$ cat src/rtl/dmem_loader_pkg.sv
// Shared definitions for the data-memory initialisation front-end:
// FSM state encoding, default memory depth and clear-counter sizing.
package dmem_loader_pkg;

  typedef enum logic [1:0] {
    ST_IDLE  = 2'd0,
    ST_CLEAR = 2'd1,
    ST_LOAD  = 2'd2,
    ST_RUN   = 2'd3
  } state_t;

  localparam int DMEM_DEPTH = 2048;
  localparam int DMEM_CNT_W = $clog2(DMEM_DEPTH);

  // A one-word memory still needs a one-bit counter.
  function automatic int cnt_width(input int depth);
    return (depth > 1) ? $clog2(depth) : 1;
  endfunction

endpackage

$ cat src/rtl/dmem_loader.sv
// Owns the data-memory port until the image is valid: zero every word,
// stream (addr, data) beats in, then hand the port to the MEM stage.
module dmem_loader
  import dmem_loader_pkg::*;
#(
  parameter int DEPTH  = DMEM_DEPTH,
  parameter int ADDR_W = 32,
  parameter int DATA_W = 32
) (
  input  logic              clk,
  input  logic              rst,
  input  logic              start,
  input  logic              ld_valid,
  output logic              ld_ready,
  input  logic [ADDR_W-1:0] ld_addr,
  input  logic [DATA_W-1:0] ld_data,
  input  logic              ld_last,
  input  logic              cpu_MemRead,
  input  logic              cpu_MemWrite,
  input  logic [ADDR_W-1:0] cpu_Address,
  input  logic [DATA_W-1:0] cpu_WriteVal,
  output logic              mem_MemRead,
  output logic              mem_MemWrite,
  output logic [ADDR_W-1:0] mem_Address,
  output logic [DATA_W-1:0] mem_WriteVal,
  output logic              cpu_hold,
  output logic              done,
  output logic              err
);

  localparam int               CNT_W    = cnt_width(DEPTH);
  localparam logic [CNT_W-1:0]  CNT_LAST = CNT_W'(DEPTH - 1);
  localparam logic [ADDR_W-1:0] DEPTH_A  = ADDR_W'(DEPTH);

  state_t           state;
  state_t           state_nxt;
  logic [CNT_W-1:0] clr_cnt;
  logic             in_range;
  logic             beat;

  assign in_range = (ld_addr < DEPTH_A);
  // Ready is high for the whole of LOAD, so any valid beat there is accepted.
  assign beat     = (state == ST_LOAD) && ld_valid;

  always_ff @(posedge clk or posedge rst) begin
    if (rst) begin
      state   <= ST_IDLE;
      clr_cnt <= '0;
      err     <= 1'b0;
    end else begin
      state <= state_nxt;
      if ((state == ST_CLEAR) && (clr_cnt != CNT_LAST)) begin
        clr_cnt <= clr_cnt + 1'b1;
      end else begin
        clr_cnt <= '0;
      end
      if ((state == ST_RUN) && start) begin
        err <= 1'b0;
      end else if (beat && !in_range) begin
        err <= 1'b1;
      end
    end
  end

  always_comb begin
    state_nxt    = state;
    mem_MemRead  = 1'b0;
    mem_MemWrite = 1'b0;
    mem_Address  = '0;
    mem_WriteVal = '0;
    cpu_hold     = 1'b1;
    done         = 1'b0;
    ld_ready     = 1'b0;
    case (state)
      ST_IDLE: begin
        state_nxt = ST_CLEAR;
      end
      ST_CLEAR: begin
        mem_MemWrite = 1'b1;
        mem_Address  = ADDR_W'(clr_cnt);
        if (clr_cnt == CNT_LAST) begin
          state_nxt = ST_LOAD;
        end
      end
      ST_LOAD: begin
        ld_ready     = 1'b1;
        mem_Address  = ld_addr;
        mem_WriteVal = ld_data;
        // Out-of-range beats are consumed but never reach the array.
        mem_MemWrite = ld_valid && in_range;
        if (ld_valid && ld_last) begin
          state_nxt = ST_RUN;
        end
      end
      ST_RUN: begin
        mem_MemRead  = cpu_MemRead;
        mem_MemWrite = cpu_MemWrite;
        mem_Address  = cpu_Address;
        mem_WriteVal = cpu_WriteVal;
        cpu_hold     = 1'b0;
        done         = 1'b1;
        if (start) begin
          state_nxt = ST_CLEAR;
        end
      end
      default: begin
        state_nxt = ST_IDLE;
      end
    endcase
  end

endmodule

$ cat config.mk
export PLATFORM = sky130hd
export DESIGN_NAME = dmem_loader
export DESIGN_NICKNAME = d
export VERILOG_FILES = /design/src/rtl/dmem_loader_pkg.sv /design/src/rtl/dmem_loader.sv
export SDC_FILE = /design/constraint.sdc
export NUM_CORES = 1
export LEC_CHECK = 0
export ABC_AREA = 1
export CORE_MARGIN = 2
export CORE_UTILIZATION = 28
export CTS_CLUSTER_SIZE = 16
export DETAILED_ROUTE_END_ITERATION = 10
export PLACE_DENSITY_LB_ADDON = 0.25
export SYNTH_ARGS = -nofsm -noshare
export SYNTH_HDL_FRONTEND = slang
export SYNTH_SLANG_ARGS = --single-unit
$ cat constraint.sdc
create_clock -name clk -period 1.6 [get_ports clk]
set_input_delay 0.24 -clock clk [delete_from_list [all_inputs] [get_ports clk]]
set_output_delay 0.24 -clock clk [all_outputs]
set_load 0.02 [all_outputs]
## After elaboration in Yosys (flattened, before gate mapping)

Index checks and enable logic that the tools add are counted.
W data, S select, Z words.

| storage, ports and cells | value |
|---|---|
| output and inout port bits | 70 |
| logic and storage cells | 37 |
| flip-flop bits (word level) | 14 |

| operators by class | value |
|---|---|
| equality and inequality tests | 8 |
| reduce and logical (&&, ||, !) cells | 10 |
| add/sub/neg operators | 1 |
| magnitude comparators | 1 |
| muxes and demuxes | 14 |

Operators by type and width:

| cell | count |
|---|---|
| $pmux W32 S3 | 1 |
| $pmux W32 S2 | 1 |
| $lt A32 B12 Y1 const B | 1 |
| $add A11 B1 Y11 const B | 1 |
| $eq A11 B11 Y1 const B | 1 |
| $mux W11 | 1 |
| $ne A11 B11 Y1 const B | 1 |
| $pmux W2 S4 | 1 |
| $logic_and A1 B1 Y1 | 6 |
| $mux W1 | 6 |
| $mux W2 | 3 |
| $eq A2 B2 Y1 const B | 2 |
| $ne A2 B1 Y1 const B | 2 |
| $pmux W1 S3 | 1 |
| $reduce_and A3 Y1 | 1 |
| $eq A2 B1 Y1 const B | 1 |
| $logic_not A2 Y1 | 1 |
| $ne A2 B2 Y1 const B | 1 |
| $reduce_bool A2 Y1 | 1 |
| $logic_not A1 Y1 | 1 |

## Logic depth before layout (Yosys ltp)

| logic depth | value |
|---|---|
| depth after elaboration | 5 |
| mapped depth | 8 |
| gate-level depth less buffers | 8 |

## Least setup slack after synthesis

Ideal clock, no wire load.

| timing | value |
|---|---|
| path kind | register to output |
| start | register state[0] |
| end | output port mem_Address[13] |
| setup slack | -261 ps |
| data required time | 1360 ps |
| arrival time | 1621 ps |
| stages on the path, launching flop included | 7 |
| cell sequence | dfrtp_1 > inv_1 > ha_1 > buf_2 > buf_2 > nand2_1 > a21oi_1 |

| on the way | value |
|---|---|
| longest elaborated chain between the ends | 2 |
| elaborated cells on any way between the ends | 4 |

Ends and longest elaborated chain:

| item | RTL line | source |
|---|---|---|
| start: declaration | dmem_loader.sv:35 | `state_t state;` |
| start signal: assignment | dmem_loader.sv:51 | `state <= state_nxt;` |
| $eq A2 B2 Y1 / $eq A2 B1 Y1 (equally long branches) | dmem_loader.sv:74 | `case (state)` |
| $pmux W32 S3 (*) | dmem_loader.sv:74 |  |
| end: declaration | dmem_loader.sv:24 | `output logic [ADDR_W-1:0] mem_Address,` |

Every way passes the cells marked *; elsewhere a longest branch is shown, timed or not.

## Worst setup path after layout

| timing | value |
|---|---|
| start | register state[1] |
| end | output port mem_WriteVal[9] |

| on the way | value |
|---|---|
| longest elaborated chain between the ends | 2 |
| elaborated cells on any way between the ends | 3 |

Ends and longest elaborated chain:

| item | RTL line | source |
|---|---|---|
| $eq A2 B2 Y1 | dmem_loader.sv:74 |  |
| $pmux W32 S2 (*) | dmem_loader.sv:74 |  |
| end: declaration | dmem_loader.sv:25 | `output logic [DATA_W-1:0] mem_WriteVal,` |

Marked as above.

==> results_dict.tcl <==
set metrics [dict create \
    final_cell_mix "clkdlybuf4s50_1, nand2_1, buf_6" \
    power.switching_mw 0.217 \
    cts_buffer_depth 2 \
    die_h_um 83.7 \
    clk_latency_ns 0.25 \
    startpoint_type "register" \
    portBuffers 204 \
    syn_area_per_cell_um2 6.11 \
    hpwl_mm 7.28 \
    hold_viol_final 0 \
    finalSetupViolCount 66 \
    finalClockSkew_ns 0.00493 \
    antenna_found_initial 0 \
    arrival_ns 1.61 \
    finalSetupTns_ns -13.07 \
    rsz0062_at_grt "true" \
    synth-main-ff-cell "dfrtp_1" \
    power.density_mw_per_mm2 217 \
    syn_nets 431 \
    yosys.area.top_type_share_pct 22.8 \
    grt_max_degree 38 \
    r2r_slack_ns 0.15 \
    synth_top_area_cell "nand2_1" \
    finalWorstSetupSlack_ns -0.248 \
    io-pin-count 205 \
    yosysWarnings 0 \
    p_clk_share_pct 29.2 \
    hold_buffers 0 \
    final_util_pct 76.9 \
    holdWs_ns 0.324 \
    slew-limit-headroom_pct 64.1 \
    synth_cell_type_count 29 \
    routed_via_density 4.86 \
    grt_remaining_overflow 0 \
    final_common_cell "clkdlybuf4s50_1" \
    grtUsageTotal_pct 25.9 \
    tritoncts.num_buffers 3 \
    dp.cells 576 \
    outcome "complete, but fails checks" \
    ant_nets 0 \
    filler_cell_count 445 \
    synth_cells 291 \
    synth_seq_area_share_pct 19.7 \
    wl_mm 10.1 \
    leakage_nw 2.12 \
    n_antenna_cell 0 \
    r2r-end "state[0]$_DFFE_PP0P_" \
    worst_pin_slew_ns 0.538 \
    tritoncts_num_sinks 14 \
    syn-cell-area_mm2 0.00178 \
    drc 0 \
    cts.htree.levels 1 \
    clk_pin_slew_ns 0.06 \
    fp.coreArea_mm2 0.00624 \
    min_path_type "in -> async" \
    pwr-share-seq_pct 34.0 \
    drt_iter0_markers 104 \
    grt_pass1_wl_mm 14.8 \
    rr_worst_depth 9 \
    power.internal_mw 0.825 \
    start_util_pct 28.5 \
    netlist_top_cells_area "nand2_1, dfrtp_1, a22o_1, a21oi_1, inv_1" \
    rows 29 \
    irDropWorstVdd_mv 0.438 \
    finalWeightedCongestion 0.875 \
    pre_cts_ws_ns -0.643 \
    cts_root_buf "clkbuf_8" \
    cts_tree "yes" \
    drive_gt1_share_pct 36.4 \
    synth_edf_count 0 \
    wire_per_inst_um 17.0 \
    violations "negative setup slack" \
    die_w_um 83.7 \
    finalNetCount 658 \
    period_share_pct 116 \
    async_reset_ff_share_pct 100 \
    worstPathMaxFanout 9 \
    first_global_vias 2918 \
    dr.pass1.iters 4 \
    drv_slew 0 \
    ys_ff_latch 14 \
    min_period_ns 1.85 \
    combPwrFrac_pct 36.8 \
    fin_cells 594 \
    die_area_mm2 0.00700 \
    cp.required_ns 1.36 \
    area_growth_pct 170 \
    max_freq_mhz 541 \
    end_kind "output pin" \
    reg2reg_from "state[1]$_DFFE_PP0P_" \
    swShare_pct 20.8 \
    path_class "reg -> out" \
    via_count 2886 \
    max-cap-violations 0 \
]
==> power groups by stage <==
stage	logic, mW	registers, mW	clock network (mW)
global placement	0.355	0.360	0
floorplan	0.0143	0.360	0
CTS	0.371	0.354	0.307
global route	0.402	0.354	0.317
detailed placement	0.362	0.360	0
finish	0.383	0.354	0.304
==> state kept, by name, indices dropped and copies added (netlist names) <==
signal,flops
clr_cnt,11
state,2
err,1
==> cell families after synthesis <==
family | synth area share (%)
AND/OR/NAND/NOR | 38.9
AO/OA/AOI/OAI | 24.7
buffers and inverters | 11.7
flip-flops | 19.7
adder cells (fa/ha/maj) | 3.52
XOR/XNOR | 1.48
==> worst max path at each step <==
stage | end | slack, ns | from | cells after the start
2_1_floorplan | mem_MemWrite | 0.001 | state[0]$_DFFE_PP0P_ | 7
3_3_place_gp | mem_MemWrite | -0.62 | ld_addr[16] | 6
3_5_place_dp | mem_MemWrite | -0.64 | ld_addr[16] | 6
4_1_cts | mem_Address[6] | -0.25 | state[1]$_DFFE_PP0P_ | 9
5_1_grt | mem_Address[1] | -0.31 | state[0]$_DFFE_PP0P_ | 9
6_report | mem_WriteVal[9] | -0.25 | state[1]$_DFFE_PP0P_ | 6
==> stage by stage <==
| stage | total power, mW | area (um^2) |
|---|---|---|
| finish | 1.04 | 4800 |
| global route | 1.07 | 4800 |
| CTS | 1.03 | 4550 |
| detailed placement | 0.722 | 4340 |
| global placement | 0.715 | 4340 |
| floorplan | 0.375 | 2050 |
==> synth_stat cells (2+ instances only) <==
| cell type | count |
|---|---|
| a21oi_1 | 26 |
| a22o_1 | 32 |
| buf_2 | 11 |
| clkbuf_1 | 6 |
| dfrtp_1 | 14 |
| ha_1 | 5 |
| inv_1 | 26 |
| nand2_1 | 108 |
| nand2_2 | 3 |
| nand3_1 | 13 |
| nand3_2 | 2 |
| nand4_1 | 3 |
| nor2_1 | 22 |
| nor2_4 | 2 |
| nor3_1 | 2 |
| nor3b_1 | 2 |
| xor2_1 | 2 |
==> metal layers <==
metal	GRT usage (%)	wire length (um)	vias up
li1	-	-	1415
met1	30.0	3860	1341
met2	47.1	5410	109
met3	4.25	571	21
met4	10.1	234	0
met5	0	0	-
==> cell type report <==
class | instances | area (um^2) | area share [%]
clock buffer | 4 | 45.0 | 0.939
inverter | 26 | 103 | 2.14
sequential | 14 | 353 | 7.36
timing repair buffer | 242 | 2560 | 53.5
multi-input combinational | 231 | 1640 | 34.1
tap | 77 | 96.3 | 2.01
==> critical path: stages (launching register included) <==
cell and delay, ns:
dfrtp_2 0.43, ha_4 0.19, buf_6 0.14, buf_12 0.13
buf_8 0.13, a22o_1 0.20, buf_6 0.13
==> what timing repair did <==
action	CTS	global route
cloned	3	1
gates resized for setup	391	69
endpoints found under the setup margin	69	71
pin swaps	7	6
buffers inserted	7	5
Power figures use the tool's default switching activity.
